## src/rtl/riscv_pkg.sv

```systemverilog
// -----------------------------------------------------------------------------
// riscv_pkg
// Shared constants for the RV32 core slice: datapath width, instruction size,
// the canonical bubble instruction and the fixed reset / trap vectors.
// -----------------------------------------------------------------------------
package riscv_pkg;

    localparam int DATA_WIDTH  = 32;
    localparam int INSTR_BYTES = 4;

    // addi x0, x0, 0 -- architecturally a no-op, used to fill pipeline bubbles.
    localparam logic [DATA_WIDTH-1:0] NOP_INSTR    = 32'h0000_0013;
    localparam logic [DATA_WIDTH-1:0] RESET_VECTOR = 32'h0040_0000;
    localparam logic [DATA_WIDTH-1:0] TRAP_VECTOR  = 32'h0040_0100;

    // A target is word-aligned when its two low address bits are zero.
    function automatic logic is_misaligned(input logic [DATA_WIDTH-1:0] addr);
        return (addr[1:0] != 2'b00);
    endfunction

endpackage : riscv_pkg

```

## src/rtl/pc_register.sv

```systemverilog
// -----------------------------------------------------------------------------
// pc_register
// Program-counter flop with its next-PC mux. Shared by the fetch stage and
// the single-cycle datapath.
//
// Ports:
//   clk               in   rising-edge clock
//   reset             in   synchronous, active-high; loads RESET_VECTOR
//   hold_i            in   keep the current PC (ignored when load_i is high)
//   load_i            in   load load_target_i (or TRAP_VECTOR if misaligned)
//   load_target_i     in   byte address to load
//   pc_o              out  current PC
//   load_misaligned_o out  combinational: load_i is high with a misaligned target
// -----------------------------------------------------------------------------
module pc_register
    import riscv_pkg::*;
#(
    parameter int                    DATA_WIDTH   = riscv_pkg::DATA_WIDTH,
    parameter logic [DATA_WIDTH-1:0] RESET_VECTOR = riscv_pkg::RESET_VECTOR,
    parameter logic [DATA_WIDTH-1:0] TRAP_VECTOR  = riscv_pkg::TRAP_VECTOR
) (
    input  logic                  clk,
    input  logic                  reset,
    input  logic                  hold_i,
    input  logic                  load_i,
    input  logic [DATA_WIDTH-1:0] load_target_i,
    output logic [DATA_WIDTH-1:0] pc_o,
    output logic                  load_misaligned_o
);

    logic [DATA_WIDTH-1:0] pc_q;
    logic [DATA_WIDTH-1:0] pc_d;

    assign load_misaligned_o = load_i && is_misaligned(load_target_i);
    assign pc_o              = pc_q;

    // Load beats hold; a misaligned load is diverted to the trap handler so the
    // PC never carries non-zero low bits.
    always_comb begin
        // NOTE: every always_comb output gets a default first so no path
        // leaves it unassigned, which would infer a latch.
        pc_d = pc_q;
        if (load_i) begin
            pc_d = load_misaligned_o ? TRAP_VECTOR : load_target_i;
        end else if (!hold_i) begin
            pc_d = pc_q + DATA_WIDTH'(INSTR_BYTES); // modulo 2^DATA_WIDTH
        end
    end

    always_ff @(posedge clk) begin
        // NOTE: sequential state uses non-blocking (<=) so every flop samples
        // pre-edge values regardless of statement order.
        if (reset) begin
            pc_q <= RESET_VECTOR;
        end else begin
            pc_q <= pc_d;
        end
    end

endmodule : pc_register

```

## src/rtl/fetch_stage.sv

```systemverilog
// -----------------------------------------------------------------------------
// fetch_stage
// Instruction fetch: owns the PC, addresses program memory, and captures the
// returned instruction (with PC and PC+4) into the IF/ID register. Handles
// stall, redirect with flush, misaligned-target trap, out-of-window fetch
// fault and a count of valid fetches.
//
// Ports:
//   clk, reset           rising-edge clock, synchronous active-high reset
//   stall_i              hold PC, IF/ID and counter
//   redirect_i           load PC from redirect_target_i, flush IF/ID
//   redirect_target_i    branch/jump target byte address
//   instr_addr_o         byte address to program memory (= PC)
//   instr_i              instruction returned for instr_addr_o
//   if_id_valid_o        IF/ID holds a real instruction
//   if_id_pc_o           PC of the registered instruction
//   if_id_pc_plus4_o     if_id_pc_o + 4
//   if_id_instr_o        registered instruction
//   misalign_trap_o      one-cycle pulse after a misaligned redirect
//   fetch_fault_o        sticky: a fetch was attempted outside the window
//   fetch_count_o        number of valid instructions written into IF/ID
// -----------------------------------------------------------------------------
module fetch_stage
    import riscv_pkg::*;
#(
    parameter logic [31:0] RESET_VECTOR = riscv_pkg::RESET_VECTOR,
    parameter logic [31:0] TRAP_VECTOR  = riscv_pkg::TRAP_VECTOR,
    parameter int          MEMORY_DEPTH = 32,
    parameter int          DATA_WIDTH   = riscv_pkg::DATA_WIDTH,
    parameter logic [31:0] NOP_INSTR    = riscv_pkg::NOP_INSTR
) (
    input  logic                  clk,
    input  logic                  reset,
    input  logic                  stall_i,
    input  logic                  redirect_i,
    input  logic [DATA_WIDTH-1:0] redirect_target_i,
    output logic [DATA_WIDTH-1:0] instr_addr_o,
    input  logic [DATA_WIDTH-1:0] instr_i,
    output logic                  if_id_valid_o,
    output logic [DATA_WIDTH-1:0] if_id_pc_o,
    output logic [DATA_WIDTH-1:0] if_id_pc_plus4_o,
    output logic [DATA_WIDTH-1:0] if_id_instr_o,
    output logic                  misalign_trap_o,
    output logic                  fetch_fault_o,
    output logic [DATA_WIDTH-1:0] fetch_count_o
);

    localparam logic [DATA_WIDTH-1:0] WINDOW_BASE = DATA_WIDTH'(RESET_VECTOR);
    localparam logic [DATA_WIDTH-1:0] WINDOW_END  =
        DATA_WIDTH'(RESET_VECTOR) + DATA_WIDTH'(INSTR_BYTES * MEMORY_DEPTH);
    localparam logic [DATA_WIDTH-1:0] PC_STEP     = DATA_WIDTH'(INSTR_BYTES);

    typedef struct packed {
        logic                  valid;
        logic [DATA_WIDTH-1:0] pc;
        logic [DATA_WIDTH-1:0] pc_plus4;
        logic [DATA_WIDTH-1:0] instr;
    } if_id_t;

    localparam if_id_t IF_ID_BUBBLE = '{
        valid:    1'b0,
        pc:       '0,
        pc_plus4: '0,
        instr:    DATA_WIDTH'(NOP_INSTR)
    };

    logic [DATA_WIDTH-1:0] pc;
    logic                  redirect_misaligned;
    logic                  pc_in_window;

    if_id_t                if_id_q, if_id_d;
    logic                  trap_q, trap_d;
    logic                  fault_q, fault_d;
    logic [DATA_WIDTH-1:0] count_q, count_d;

    pc_register #(
        .DATA_WIDTH   (DATA_WIDTH),
        .RESET_VECTOR (DATA_WIDTH'(RESET_VECTOR)),
        .TRAP_VECTOR  (DATA_WIDTH'(TRAP_VECTOR))
    ) u_pc_register (
        .clk               (clk),
        .reset             (reset),
        .hold_i            (stall_i),
        .load_i            (redirect_i),
        .load_target_i     (redirect_target_i),
        .pc_o              (pc),
        .load_misaligned_o (redirect_misaligned)
    );

    assign pc_in_window = (pc >= WINDOW_BASE) && (pc < WINDOW_END);

    always_comb begin
        if_id_d = if_id_q;
        trap_d  = 1'b0;     // the trap flag is a single-cycle pulse
        fault_d = fault_q;  // sticky until reset
        count_d = count_q;

        if (redirect_i) begin
            if_id_d = IF_ID_BUBBLE;
            trap_d  = redirect_misaligned;
        end else if (!stall_i) begin
            if (pc_in_window) begin
                if_id_d = '{valid: 1'b1, pc: pc, pc_plus4: pc + PC_STEP, instr: instr_i};
                count_d = count_q + DATA_WIDTH'(1);
            end else begin
                // Out-of-window fetch: drop the returned word, keep advancing.
                if_id_d = IF_ID_BUBBLE;
                fault_d = 1'b1;
            end
        end
    end

    always_ff @(posedge clk) begin
        if (reset) begin
            if_id_q <= IF_ID_BUBBLE;
            trap_q  <= 1'b0;
            fault_q <= 1'b0;
            count_q <= '0;
        end else begin
            if_id_q <= if_id_d;
            trap_q  <= trap_d;
            fault_q <= fault_d;
            count_q <= count_d;
        end
    end

    assign instr_addr_o     = pc;
    assign if_id_valid_o    = if_id_q.valid;
    assign if_id_pc_o       = if_id_q.pc;
    assign if_id_pc_plus4_o = if_id_q.pc_plus4;
    assign if_id_instr_o    = if_id_q.instr;
    assign misalign_trap_o  = trap_q;
    assign fetch_fault_o    = fault_q;
    assign fetch_count_o    = count_q;

endmodule : fetch_stage

```

## config.mk

```make
export PLATFORM = sky130hd
export DESIGN_NAME = fetch_stage
export DESIGN_NICKNAME = d
export VERILOG_FILES = /design/src/rtl/riscv_pkg.sv /design/src/rtl/pc_register.sv /design/src/rtl/fetch_stage.sv
export SDC_FILE = /design/constraint.sdc
export NUM_CORES = 1
export LEC_CHECK = 0
export CAP_MARGIN = 10
export CORE_UTILIZATION = 55
export DETAILED_ROUTE_END_ITERATION = 6
export DONT_BUFFER_PORTS = 1
export PLACE_DENSITY = 0.7
export SLEW_MARGIN = 0
export SYNTH_ARGS = -nofsm -noshare
export SYNTH_HDL_FRONTEND = slang
export SYNTH_HIERARCHICAL = 1
export SYNTH_SLANG_ARGS = --single-unit
```

## constraint.sdc

```tcl
create_clock -name clk -period 2.28 [get_ports clk]
set_input_delay 0.456 -clock clk [delete_from_list [all_inputs] [get_ports clk]]
set_output_delay 0.456 -clock clk [all_outputs]
set_load 0.01 [all_outputs]
```

==> impl_metrics.yaml <==
run_status:
  status: "finished, final reports clean"
sta:
  hold_viol_final: 0
  setup-tns-final_ns: 0
  setup_viol: 0
  timing.fmax_mhz: 482.0
  fin_ws_ns: 0.2055
  slew_headroom_pct: 45.96
  slew_violations: 0
  skew_ns: 0.008781
  period_needed_ns: 2.074
  fin_crit_sh_pct: 90.99
  rsz0062_at_grt: "no"
  worst_slew_pin_slew_ns: 0.8107
global_route:
  grt_pass1_wl_mm: 26.83
  grt_pass1_vias: 5225
  grt.overflow.total: 0
  track_usage_pct: 26.72
  antenna_found_initial: 0
  grt_max_degree: 158
die:
  fp.dieW_um: 113.1
  start_util_pct: 56.51
  chipHeight_um: 113.1
  rows: 40
  coreArea_sq_um: 12010
  ios: 231
  dieArea_sq_um: 12790
detailed_routing:
  firstDrtPassIters: 5
  totalWireLength_mm: 17.13
  drtIter0Drc: 430
  vias_per_cell: 5.985
  vias: 5656
  avgRoutedWirePerCell_um: 18.12
  drtAntennaViolNets: 0
  drc: 0
synthesis:
  avgSynthCellArea_sq_um: 8.861
  postSynth.asyncResetShare_pct: 0
  synth.top_cell.area_share_pct: 47.48
  syn_inst: 766
  ys_types: 54
  synth_seq_cells: 161
  synth_area_leader_cell: "dfxtp_1"
  yosys_warnings: 6
  synth_edf_count: 0
  ys_top_cells_by_area: "dfxtp_1 (47%), a21oi_1 (5.6%), and3_1 (5.1%)"
  syn_area_sq_um: 6788
  ys.flop_type: "dfxtp_1"
  syn_nets: 838
  synth-seq-area-share_pct: 47.48
final_layout:
  multi_input_comb_area_sq_um: 3317
  final_common_cell: "dfxtp_1"
  fin_nets: 857
  drive_gt1_share_pct: 13.78
  seq_area_sq_um: 3223
  area_growth_pct: 14.49
  antennaDiodeCount: 0
  layout_common_cells: "dfxtp_1 (161), nand2_1 (78), a21oi_1 (76)"
  fill_cells: 985
  final_core_util_pct: 64.70
  fin_area_sq_um: 7771
run:
  maxCapViolCount: 0
clock_tree:
  cts_tree: "yes"
  clkSinkCount: 161
  h-tree-depth: 4
  root_buffer: "clkbuf_16"
  clk_latency_ns: 0.42
  numCtsBuffers: 17
  path_clk_slew_ns: 0.06
  cts_max_path_buffers: 2
setup_path:
  r2r_start: "u_pc_register/pc_o[10]"
  start_kind: "flop"
  rr_worst_depth: 5
  crit_path_max_fanout: 5
  rrSetupSlack_ns: 0.21
  worst-setup-path-type: "flop to flop"
  critPathArrivalTime_ns: 2.42
  worstReg2RegEnd: "fetch_count_o[12]"
  endpoint_kind: "flop"
  required_ns: 2.63
placement:
  place.gp.congestion: 0.9331
  numPortBuffers: 0
  dpl.hpwl_mm: 11.72
  place_area_sq_um: 7173
  preCtsSetupSlack_ns: 0.2443
min_path:
  holdCritStartpoint: "reset"
  hold_path_depth: 1
  hold_class: "input pin to flop"
  min_to: "u_pc_register/pc_o[18]"
power:
  leakagePower_nw: 2.927
  pwr_density_cell_nw_per_um2: 785.8
  ir_drop_v: 0.0005181
-- where the power goes --
part | switching [W] | total, W | internal (W)
sequential | 0.0000349 | 0.00288 | 0.00285
combinational | 0.000226 | 0.000360 | 0.000134
clock | 0.00122 | 0.00287 | 0.00165
-- per-stage QoR --
stage,total power [W],std cells,hold slack [ns]
2_1_floorplan,0.003218,766,0.4856
5_1_grt,0.006330,945,0.07917
4_1_cts,0.006153,945,0.07966
3_5_place_dp,0.003296,913,0.4998
6_report,0.006107,945,0.1017
3_3_place_gp,0.003284,913,0.4954
-- layer usage --
layer / GRT usage [%] / part of all wire, %
met1: 34.21 / 43
met5: 0 / 0
met2: 41.64 / 47
met3: 9.748 / 9.1
met4: 9.211 / 1.1
-- worst max-delay path, cell delays in order (launching register included) --
cell     delay, ns
dfxtp_1       0.33
nor4_2        0.34
nand4_1       0.23
or4b_4        0.62
or3_1         0.34
a21oi_1       0.16
-- cells in the mapped netlist (14+ instances only) --
cell / count
or3_1: 19
nor2_1: 46
xnor2_1: 22
xor2_1: 23
clkbuf_1: 40
and3_1: 55
nor4_1: 15
dfxtp_1: 161
nand4_1: 28
a21oi_1: 76
nor3_1: 14
o21ai_0: 16
nand2_1: 78
nand3b_1: 36
nand3_1: 25
-- logic make-up after synthesis --
kind of cell / share of synthesized area [%]
and+or+nand+nor: 31.72
adders and majority gates: 0.7374
xor gates and xnor gates: 5.806
buffers and inverters: 3.815
muxes: 0.5899
DFF: 47.48
AOI/OAI and AO/OA: 9.843
-- timing repair --
item / in CTS / in global routing
endpoints found under the setup margin: 0 / 2
hold buffers: 0 / 0
gates resized for setup: 0 / 1
setup buffers: 0 / 0
-- state kept, by name (all words and copies together) (netlist names) --
register / cells
if_id_pc_plus4_o: 30
u_pc_register/pc_o: 32
fetch_fault_o: 1
if_id_valid_o: 1
fetch_count_o: 32
misalign_trap_o: 1
if_id_instr_o: 32
if_id_pc_o: 32
-- cell type report --
type,instances,area share [%]
Inverter,10,0.4830
Timing Repair Buffer,54,5.378
Clock inverter,14,2.093
Clock buffer,18,5.522
Sequential cell,161,41.47
Tap cell,147,2.367
Multi-Input combinational cell,541,42.68
-- worst max-delay path by stage --
stage          slack [ns]                 to  cells past startpoint                    from
2_1_floorplan        0.22  fetch_count_o[14]                      5        fetch_count_o[0]
3_3_place_gp         0.27  fetch_count_o[12]                      5  u_pc_register/pc_o[10]
3_5_place_dp         0.24  fetch_count_o[12]                      5  u_pc_register/pc_o[10]
4_1_cts              0.15  fetch_count_o[12]                      5  u_pc_register/pc_o[10]
5_1_grt              0.06  fetch_count_o[26]                      6  u_pc_register/pc_o[15]
6_report             0.21  fetch_count_o[12]                      5  u_pc_register/pc_o[10]
Note: power is estimated with default switching activity, not from simulation.
